### src/rtl/branch_flag_unit.sv
// branch_flag_unit: registers the ALU carry/zero/negative status, feeds the
// carry back to the ALU, evaluates conditional branches on the registered
// flags and owns the program counter through an IDLE/RUN/REDIRECT/HALTED FSM.
module branch_flag_unit #(
    parameter int PC_W  = 10,
    parameter int OFF_W = 8
) (
    input  logic             clk,
    input  logic             reset,
    input  logic             start,
    input  logic             stall,
    input  logic             alu_wr,
    input  logic             cmp_wr,
    input  logic             alu_c,
    input  logic             alu_z,
    input  logic             alu_n,
    input  logic             br_valid,
    input  logic [2:0]       br_cond,
    input  logic [OFF_W-1:0] br_off,
    input  logic             halt,
    output logic             c_flag,
    output logic             z_flag,
    output logic             n_flag,
    output logic [PC_W-1:0]  pc,
    output logic             taken,
    output logic             flush,
    output logic             done
);

    typedef enum logic [1:0] {
        IDLE     = 2'd0,
        RUN      = 2'd1,
        REDIRECT = 2'd2,
        HALTED   = 2'd3
    } state_t;

    state_t state;

    // Branch condition decode against the registered flags; 111 is reserved.
    function automatic logic cond_met(input logic [2:0] cond,
                                      input logic c, input logic z,
                                      input logic n);
        logic hit;
        case (cond)
            3'b000:  hit = 1'b1;
            3'b001:  hit = z;
            3'b010:  hit = !z;
            3'b011:  hit = n;
            3'b100:  hit = !z && !n;
            3'b101:  hit = c;
            3'b110:  hit = !c;
            default: hit = 1'b0;
        endcase
        return hit;
    endfunction

    // Offset is two's complement; the size cast of a signed value sign-extends,
    // and the add below wraps modulo 2^PC_W in both directions.
    logic signed [OFF_W-1:0] off_s;
    logic        [PC_W-1:0]  off_ext;
    logic        [PC_W-1:0]  pc_target;
    logic        [PC_W-1:0]  pc_next_seq;
    logic                    br_hit;

    assign off_s       = br_off;
    assign off_ext     = PC_W'(off_s);
    assign pc_target   = pc + off_ext;
    assign pc_next_seq = pc + PC_W'(1);
    assign br_hit      = br_valid && cond_met(br_cond, c_flag, z_flag, n_flag);

    // Status flags: written in every state (stall included), no forwarding.
    always_ff @(posedge clk) begin
        if (reset) begin
            c_flag <= 1'b0;
            z_flag <= 1'b0;
            n_flag <= 1'b0;
        end else begin
            if (alu_wr) begin
                c_flag <= alu_c;
            end
            if (cmp_wr) begin
                z_flag <= alu_z;
                n_flag <= alu_n;
            end
        end
    end

    // Sequencing FSM with registered pc, taken, flush and done.
    always_ff @(posedge clk) begin
        if (reset) begin
            state <= IDLE;
            pc    <= '0;
            taken <= 1'b0;
            flush <= 1'b0;
            done  <= 1'b0;
        end else begin
            taken <= 1'b0;
            case (state)
                IDLE: begin
                    flush <= 1'b0;
                    done  <= 1'b0;
                    pc    <= '0;
                    if (start) begin
                        state <= RUN;
                    end
                end
                RUN: begin
                    flush <= 1'b0;
                    if (stall) begin
                        state <= RUN;
                    end else if (halt) begin
                        state <= HALTED;
                        done  <= 1'b1;
                    end else if (br_hit) begin
                        pc    <= pc_target;
                        taken <= 1'b1;
                        flush <= 1'b1;
                        state <= REDIRECT;
                    end else begin
                        pc <= pc_next_seq;
                    end
                end
                REDIRECT: begin
                    // The fetch slot at the target is discarded; a stall keeps
                    // the redirect (and its flush) alive for another cycle.
                    if (stall) begin
                        flush <= 1'b1;
                    end else begin
                        flush <= 1'b0;
                        state <= RUN;
                    end
                end
                HALTED: begin
                    flush <= 1'b0;
                    if (start) begin
                        pc    <= '0;
                        done  <= 1'b0;
                        state <= RUN;
                    end else begin
                        done <= 1'b1;
                    end
                end
                default: begin
                    state <= IDLE;
                    pc    <= '0;
                    flush <= 1'b0;
                    done  <= 1'b0;
                end
            endcase
        end
    end

endmodule

### config.mk
export PLATFORM = sky130hd
export DESIGN_NAME = branch_flag_unit
export DESIGN_NICKNAME = d
export VERILOG_FILES = /design/src/rtl/branch_flag_unit.sv
export SDC_FILE = /design/constraint.sdc
export NUM_CORES = 1
export LEC_CHECK = 0
export BUFFER_PORTS_ARGS = -buffer_cell sky130_fd_sc_hd__buf_2
export CORE_MARGIN = 3
export CORE_UTILIZATION = 51
export DETAILED_ROUTE_END_ITERATION = 10
export PLACE_DENSITY = 0.79
export RECOVER_POWER = 100
export SYNTH_ARGS = -nofsm -noshare
export SYNTH_HDL_FRONTEND = slang
export SYNTH_SLANG_ARGS = --single-unit
### constraint.sdc
create_clock -name clk -period 4.6 [get_ports clk]
set_input_delay 1.38 -clock clk [delete_from_list [all_inputs] [get_ports clk]]
set_output_delay 1.38 -clock clk [all_outputs]
set_load 0.005 [all_outputs]
==> results of run 1 <==
power by group through the flow:
stage                     sequential, uW  clock, uW  combinational, uW
final                                168        101               82.1
after global placement               171          0               81.7
after global routing                 170        109               92.7
after floorplan                      171          0               56.3
after CTS                            168        101               85.3
after detailed placement             172          0               84.3
stage by stage:
stage	utilization (%)	area (um^2)
floorplan	-	1280
global placement	65.1	1500
detailed placement	65.1	1500
CTS	66.7	1530
global route	65.9	1510
finish	65.9	1510
critical path, delay by kind of cell:
kind                     cells  cell delay, ps
AO/OA/AOI/OAI                7            1510
adder cells (fa/ha/maj)      2             410
AND/OR/NAND/NOR              3             640
buffers and inverters        2             210
synthesized netlist by cell type, drive strengths merged, types with 2 or more instances:
master   n
inv     10
nand3    8
mux2i    4
nand3b   2
or3      2
xnor2    3
a21oi   10
dfxtp   18
o21bai   2
o21a     2
nor2    14
clkbuf   2
xor2     2
a31oi    2
a211oi   6
and2     5
nand2   13
nor2b    2
ha      13
o21ai    5
nand2b   2
nor3     4
a22o     2
cell type report:
type	instances	area [um^2]	share of cell area, %
inverter	10	37.5	2.48
tap	28	35.0	2.31
clock buffer	4	36.3	2.40
multi-input combinational	121	868	57.4
timing repair buffer	37	176	11.7
sequential	18	360	23.8
cells by family (layout without fill, tap and decap cells):
family,count (synthesis),count (layout)
xor+xnor,5,5
buf+inv,12,51
fa+ha+maj,14,14
mux,5,5
simple gates,58,58
flops,18,18
compound gates,39,39
sequential cells by signal, indices dropped and copies added (netlist names):
register  flops
state         2
c_flag        1
taken         1
z_flag        1
flush         1
pc           10
n_flag        1
done          1
worst min-delay path by stage:
stage | to | slack [ps]
finish | pc[4]$_SDFFE_PP0P_ | 500
global route | pc[4]$_SDFFE_PP0P_ | 520
CTS | pc[4]$_SDFFE_PP0P_ | 500
detailed placement | pc[4]$_SDFFE_PP0P_ | 480
global placement | pc[4]$_SDFFE_PP0P_ | 480
floorplan | pc[7]$_SDFFE_PP0P_ | 480
per-layer routing:
metal  up-vias  global-route usage, %  wire (um)
li1        628                      -          -
met5         -                      0          0
met1       581                   24.3       1300
met2        38                   33.1       1380
met4         0                   6.10         38
met3         7                   4.64        195
==> metrics.md, run 1 <==
| Metric | Value |
|---|---|
| Placement Setup Slack | `340 ps` |
| Slowest stage delay, CP | `450 ps` |
| Final nets | `227` |
| Placeable core area | `2300 um^2` |
| Relative slew slack | `55.2%` |
| Number of flops mapped to enable cells by yosys | `0` |
| Commonest non-fill, non-tap cell in the layout | `buf_2` |
| Cts repair resizes | `0` |
| Hold path startpoint | `pc[4]$_SDFFE_PP0P_` |
| Sw Ratio | `30.2%` |
| Post-synthesis compound-gate area fraction | `23.4%` |
| Clock power frac | `28.8%` |
| Crit. Startpoint | `br_cond[0]` |
| Critical Path End | `pc[6]$_SDFFE_PP0P_` |
| WL final | `2.91 mm` |
| Xor and xnor fraction of the mapped netlist area | `3.41%` |
| RR Startpoint | `z_flag$_SDFFE_PP0P_` |
| Number of global-route vias before repair | `1,232` |
| WP data required | `4810 ps` |
| Adder-Cell Fraction of Synth Area | `14.2%` |
| GP Congestion | `0.854` |
| Crit. End Element | `register` |
| Power Total | `352 uW` |
| Final setup TNS | `0 ps` |
| Vias per Instance | `5.75` |
| Worst hold slack | `498 ps` |
| CTS sink cnt | `18` |
| Largest net degree at the start of global routing | `17` |
| I/O pins | `38` |
| Worst-skew pair later-pin latency | `300 ps` |
| Setup WS post-layout | `644 ps` |
| Post-Place Cells | `214` |
| Post CTS Setup Buffer Count | `0` |
| Ys Warns | `0` |
| Top cells by area, synth | `dfxtp_1 28%, ha_1 13%, nor2_1 4.1%, nand2_1 3.8%, a21oi_1 3.5%` |
| CTS Buffer Depth | `2` |
| Cts hold-fix bufs | `0` |
| Final worst-path cycle share | `86.0%` |
| Initial antenna violation count | `0` |
| Vias post-DR | `1,254` |
| Synth Register Bits | `18` |
| Setup Skew | `8.96 ps` |
| Int Power | `245 uW` |
| Sequential power share | `47.9%` |
| Mapped Nets | `187` |
| Crit start category | `primary input` |
| DIE HEIGHT | `56.2 um` |
| Fill cell count | `213` |
| Sequential cell area fraction in the yosys report | `28.1%` |
| GRT Residual Overflow | `0` |
| Leak pwr | `0.000698 uW` |
| HP Class | `reg -> reg` |
| Avg Cell Area, Syn | `8.50 um^2` |
| R2R Setup Slk | `1330 ps` |
| Status | `completed` |
| Diode count | `0` |
| Simple-gate share of the synthesized area | `23.1%` |
| GR Util All Layers | `19.6%` |
| Cts bufs inserted | `3` |
| Post-synth top area share | `28.1%` |
| Worst endpoint data arrival time | `4160 ps` |
| Die footprint | `3160 um^2` |
| Clock transition at path regs | `120 ps` |
| CP Class | `in -> reg` |
| Mapped Area | `1280 um^2` |
| Layout cells sized above 1 | `22.1%` |
| Starting density of the core | `55.9%` |
| Max Slew Vio Count | `0` |
| Clk root buf | `clkbuf_4` |
| Max Cap Viol | `0` |
| Final non-filler cell total | `218` |
| Worst Tran Pin Value | `672 ps` |
| Async S/R FF share, synth | `0%` |
| Combinational family with the most area after synthesis | `compound AO/OA/AOI/OAI gates` |
| Detailed placement HPWL | `2.30 mm` |
| Final Hold Fails | `0` |
| Switching power | `106 uW` |
| DRC | `0` |
| CTS tree | `done` |
| RSZ-0062 raised after global routing | `no` |
| H-Tree Depth | `1` |
| First-pass GRT wire length | `5.18 mm` |
| Mapped Cells | `151` |
| DIE WIDTH | `56.2 um` |
| Ys flop type | `dfxtp_1` |
| 1st-pass router iterations | `4` |
| Crit path cell chain | `clkbuf_1 -> o21bai_1 -> a32oi_1 -> a211oi_4 -> or2b_1 -> ha_1 -> inv_1 -> fa_1 -> nor2b_1 -> o21a_1 -> o21ai_1 -> a21boi_0 -> or3_1 -> a32o_1` |
| Most frequent cells in the layout | `30 x buf_2, 18 x dfxtp_1, 14 x nor2_1` |
| Number of DRC markers in iteration 0 | `37` |
| Comb power frac | `23.4%` |
| Final setup violating endpoints | `0` |
| Critical path's slowest cell | `a211oi_4` |
| Routed len/inst | `13.3 um` |
| Maximum vdd drop | `0.167 mV` |
| Synth unique cells | `44` |
| WHS Path Cells | `2` |
| Fmax achieved | `253 MHz` |
| Multiplexer share of the synthesized area | `4.29%` |
| Antenna Nets Post-Route | `0` |
| Port bufs | `37` |
| Worst flop-to-flop path endpoint | `pc[6]$_SDFFE_PP0P_` |
| Row cnt | `17` |
| Area growth syn-to-layout | `17.9%` |
| Cell Pwr Density | `232 nW/um^2` |
| Crit-path max FO | `10` |
| Synth area leader | `dfxtp_1` |
| Period minus WS final | `3960 ps` |
| R2R cell count | `13` |
Note: power is estimated with default switching activity, not from simulation.
==> run 2, diff against run 1 <==
--- a/config.mk
+++ b/config.mk
@@ -7,9 +7,8 @@
 export LEC_CHECK = 0
 export BUFFER_PORTS_ARGS = -buffer_cell sky130_fd_sc_hd__buf_2
 export CORE_MARGIN = 3
-export CORE_UTILIZATION = 51
+export CORE_UTILIZATION = 28
 export DETAILED_ROUTE_END_ITERATION = 10
-export PLACE_DENSITY = 0.79
 export RECOVER_POWER = 100
 export SYNTH_ARGS = -nofsm -noshare
 export SYNTH_HDL_FRONTEND = slang
==> metrics.md, run 2 (synthesized netlist as in run 1, its figures left out) <==
| Metric | Value |
|---|---|
| Worst-skew pair later-pin latency | `260 ps` |
| Layout cells sized above 1 | `20.5%` |
| GRT Residual Overflow | `0` |
| H-Tree Depth | `1` |
| Setup WS post-layout | `525 ps` |
| I/O pins | `38` |
| Comb power frac | `21.1%` |
| Vias per Instance | `5.08` |
| Max Cap Viol | `0` |
| Largest registers | `pc: 10 flops, state: 2 flops` |
| Cts repair resizes | `0` |
| Antenna Nets Post-Route | `0` |
| CTS tree | `done` |
| Clock transition at path regs | `70 ps` |
| DRC | `0` |
| CP Class | `in -> reg` |
| Period minus WS final | `4070 ps` |
| RSZ-0062 raised after global routing | `no` |
| Commonest non-fill, non-tap cell in the layout | `buf_2` |
| Fmax achieved | `245 MHz` |
| GR Util All Layers | `12.9%` |
| Final setup violating endpoints | `0` |
| Final Util | `36.7%` |
| Placeable core area | `4200 um^2` |
| Relative slew slack | `52.8%` |
| Worst Tran Pin Value | `708 ps` |
| Post CTS Setup Buffer Count | `0` |
| Routed len/inst | `13.2 um` |
| Clock power frac | `34.8%` |
| Power Total | `381 uW` |
| GP Congestion | `0.873` |
| Sw Ratio | `28.5%` |
| Max reg flops | `10` |
| Number of global-route vias before repair | `1,228` |
| Row cnt | `23` |
| Cell Pwr Density | `247 nW/um^2` |
| Cts hold-fix bufs | `0` |
| DIE WIDTH | `73.7 um` |
| 1st-pass router iterations | `4` |
| Largest net degree at the start of global routing | `17` |
| Maximum vdd drop | `0.139 mV` |
| Final Hold Fails | `0` |
| Max Slew Vio Count | `0` |
| Worst endpoint data arrival time | `4230 ps` |
| First-pass GRT wire length | `5.55 mm` |
| Number of DRC markers in iteration 0 | `54` |
| Final nets | `227` |
| WL final | `3.17 mm` |
| HP Class | `reg -> reg` |
| Initial antenna violation count | `0` |
| Final worst-path cycle share | `88.6%` |
| Crit start category | `primary input` |
| CTS sink cnt | `18` |
| Switching power | `109 uW` |
| Leak pwr | `0.000698 uW` |
| Area growth syn-to-layout | `20.2%` |
| Port bufs | `37` |
| WP data required | `4750 ps` |
| Detailed placement HPWL | `2.44 mm` |
| Placement Setup Slack | `288 ps` |
| Final setup TNS | `0 ps` |
| Starting density of the core | `30.6%` |
| Setup Skew | `1.93 ps` |
| Crit. End Element | `register` |
| Vias post-DR | `1,218` |
| CTS Buffer Depth | `2` |
| DIE HEIGHT | `73.7 um` |
| Crit-path max FO | `10` |
| Most frequent cells in the layout | `29 x buf_2, 18 x dfxtp_1, 14 x nor2_1` |
| Biggest register | `pc` |
| Status | `completed` |
| Sequential power share | `44.1%` |
| Die footprint | `5430 um^2` |
| Int Power | `272 uW` |
| Diode count | `0` |
| Clk root buf | `clkbuf_8` |
| Worst hold slack | `487 ps` |
| Cts bufs inserted | `3` |
[run 2: path summary, 6_finish.rpt]
kind                       start                  to  slack [ps]  cells after the start
max                   br_cond[0]  pc[6]$_SDFFE_PP0P_         530                     14
min           pc[2]$_SDFFE_PP0P_  pc[2]$_SDFFE_PP0P_         490                      2
max reg2reg  z_flag$_SDFFE_PP0P_  pc[6]$_SDFFE_PP0P_        1270                     11
min reg2reg   pc[2]$_SDFFE_PP0P_  pc[2]$_SDFFE_PP0P_         490                      2
[run 2: metal layers]
metal	wire (um)	track usage (%)	up-vias
met5	0	0	-
met4	17	2.62	0
met3	192	3.01	4
met2	1570	22.8	31
met1	1400	15.7	560
li1	-	-	623
[run 2: layout make-up]
class / instances / area (um^2)
multi-input combinational: 121 / 852
inverter: 10 / 37.5
clock buffer: 4 / 55.1
sequential: 18 / 360
tap: 50 / 62.6
fill: 445 / 2660
timing repair buffer: 37 / 175
[run 2: critical path, stage by stage]
cell and delay (ps):
clkbuf_1 130, o21bai_1 130, a32oi_1 170, a211oi_4 460, or2b_1 270, ha_1 200, inv_1 70, fa_1 200
nor2b_1 60, o21a_1 180, o21ai_1 230, a21boi_0 150, or3_1 320, a32o_1 250
[run 2: power by group through the flow]
stage | clock network [uW] | registers, uW | logic [uW]
after floorplan | 0 | 171 | 56.3
after global placement | 0 | 172 | 84.2
after detailed placement | 0 | 172 | 85.4
after CTS | 138 | 168 | 86.1
after global routing | 144 | 169 | 92.6
final | 132 | 168 | 80.4
[run 2: metrics by stage]
step,std cells,area [um^2]
detailed placement,236,1520
floorplan,151,1280
finish,240,1540
CTS,240,1580
global placement,236,1520
global route,240,1540
==> run 3, diff against run 2 <==
--- a/config.mk
+++ b/config.mk
@@ -6,9 +6,12 @@
 export NUM_CORES = 1
 export LEC_CHECK = 0
 export BUFFER_PORTS_ARGS = -buffer_cell sky130_fd_sc_hd__buf_2
+export CELL_PAD_IN_SITES_DETAIL_PLACEMENT = 0
+export CELL_PAD_IN_SITES_GLOBAL_PLACEMENT = 2
 export CORE_MARGIN = 3
 export CORE_UTILIZATION = 28
 export DETAILED_ROUTE_END_ITERATION = 10
+export PLACE_DENSITY_LB_ADDON = 0.1
 export RECOVER_POWER = 100
 export SYNTH_ARGS = -nofsm -noshare
 export SYNTH_HDL_FRONTEND = slang
==> metrics.md, run 3 (synthesized netlist as in run 1, its figures left out) <==
| Metric | Value |
|---|---|
| Status | `completed` |
| Worst Path Buf+Inv | `2` |
| GR Util All Layers | `13.1%` |
| CTS tree | `done` |
| Crit-path max FO | `5` |
| Cts bufs inserted | `3` |
| Row cnt | `23` |
| R2R Setup Slk | `1280 ps` |
| Fmax achieved | `248 MHz` |
| Diode count | `0` |
| Biggest register | `pc` |
| Leak pwr | `0.000699 uW` |
| CTS Buffer Depth | `2` |
| Post CTS Setup Buffer Count | `0` |
| Starting density of the core | `30.6%` |
| Max Cap Viol | `0` |
| Worst Tran Pin Value | `763 ps` |
| Busiest grt layer | `met2` |
| Clock transition at path regs | `80 ps` |
| Largest registers | `pc: 10 flops, state: 2 flops` |
| R2R cell count | `13` |
| WP data required | `4770 ps` |
| CP Class | `in -> reg` |
| Relative slew slack | `49.2%` |
| GRT met3 Usage | `2.33%` |
| Worst endpoint data arrival time | `4200 ps` |
| Met1 usage | `17.7%` |
| Hold path startpoint | `pc[4]$_SDFFE_PP0P_` |
| Critical path's slowest cell | `a211oi_1` |
| Clk root buf | `clkbuf_8` |
| CTS sink cnt | `18` |
| Most frequent cells in the layout | `28 x buf_2, 18 x dfxtp_1, 14 x nor2_1` |
| First-pass GRT wire length | `5.58 mm` |
| Worst-skew pair later-pin latency | `270 ps` |
| Cts repair resizes | `0` |
| Final setup violating endpoints | `0` |
| Number of DRC markers in iteration 0 | `50` |
| Critical Path End | `pc[6]$_SDFFE_PP0P_` |
| Family with the most delay on the worst path | `compound AO/OA/AOI/OAI gates` |
| I/O pins | `38` |
| Final worst-path cycle share | `87.7%` |
| Met2 Usage GRT | `21.1%` |
| Max Slew Vio Count | `0` |
| Cts hold-fix bufs | `0` |
| Vias per Instance | `5.17` |
| WHS Path Cells | `2` |
| Final Util | `36.7%` |
| Maximum vdd drop | `0.100 mV` |
| Area growth syn-to-layout | `20.3%` |
| Crit. Startpoint | `br_cond[1]` |
| Initial antenna violation count | `0` |
| Detailed placement HPWL | `2.63 mm` |
| Port bufs | `37` |
| DIE WIDTH | `73.7 um` |
| Crit. End Element | `register` |
| WL final | `3.36 mm` |
| Routed len/inst | `13.9 um` |
| 1st-pass router iterations | `4` |
| Worst flop-to-flop path endpoint | `pc[6]$_SDFFE_PP0P_` |
| Period minus WS final | `4030 ps` |
| Crit path cell chain | `clkbuf_1 -> mux2_4 -> a211oi_1 -> a211oi_1 -> or2b_1 -> ha_1 -> inv_1 -> fa_1 -> nor2b_1 -> o21a_1 -> o21ai_1 -> a21boi_0 -> or3_1 -> a32o_1` |
| GP Congestion | `0.756` |
| Commonest non-fill, non-tap cell in the layout | `buf_2` |
| Worst hold slack | `492 ps` |
| Max reg flops | `10` |
| Cell Pwr Density | `252 nW/um^2` |
| Final nets | `228` |
| RSZ-0062 raised after global routing | `no` |
| Slowest stage delay, CP | `540 ps` |
| Placeable core area | `4200 um^2` |
| Antenna Nets Post-Route | `0` |
| DRC | `0` |
| RR Startpoint | `z_flag$_SDFFE_PP0P_` |
| GRT Residual Overflow | `0` |
| Die footprint | `5430 um^2` |
| Final setup TNS | `0 ps` |
| Largest net degree at the start of global routing | `17` |
| Number of global-route vias before repair | `1,205` |
| Crit start category | `primary input` |
| Vias post-DR | `1,247` |
| H-Tree Depth | `1` |
| Layout cells sized above 1 | `20.9%` |
| Final Hold Fails | `0` |
| Setup Skew | `5.67 ps` |
| DIE HEIGHT | `73.7 um` |
| Top cell by count, worst path | `a211oi_1` |
| Worst path depth | `14` |
| HP Class | `reg -> reg` |
## run 3: cell count changes in the layout (fill, tap and decap cells not counted), sizes merged
| cell | previous run | this run |
|---|---|---|
| buf | 30 | 29 |
| clkbuf | 11 | 13 |
## run 3: through the flow
stage	std cells	setup WS, ps	area, um^2	power, uW
finish	241	567	1540	389
detailed placement	237	424	1530	259
CTS	241	701	1590	400
global placement	237	535	1530	260
floorplan	151	747	1280	227
global route	241	287	1540	410
## run 3: final cells by class
| class | count | area (um^2) |
|---|---|---|
| multi-input combinational | 121 | 847 |
| clock buffer | 4 | 55.1 |
| inverter | 10 | 37.5 |
| timing repair buffer | 38 | 181 |
| tap | 50 | 62.6 |
| sequential | 18 | 360 |
| fill | 474 | 2660 |
## run 3: how the worst min path moves through the flow
stage | end | slack (ps)
2_1_floorplan | pc[7]$_SDFFE_PP0P_ | 480
3_3_place_gp | pc[4]$_SDFFE_PP0P_ | 470
3_5_place_dp | pc[4]$_SDFFE_PP0P_ | 490
4_1_cts | pc[4]$_SDFFE_PP0P_ | 500
5_1_grt | pc[0]$_SDFFE_PP0P_ | 530
6_report | pc[4]$_SDFFE_PP0P_ | 490
## run 3: tightest hold or removal path, stage by stage (launching register included)
cell and delay (ps):
dfxtp_1 330, nand3_1 70, a21oi_1 50
## run 3: layer usage
metal / vias to the layer above / part of all wire, %
met3: 5 / 5.2
li1: 623 / -
met4: 0 / 1.2
met1: 585 / 47
met2: 34 / 46
met5: - / 0
## run 3: where the power goes
group          switching, uW  total, uW  internal (uW)
Sequential              6.04        168            162
Combinational           46.8       81.4           34.6
Clock                   63.2        140           76.3
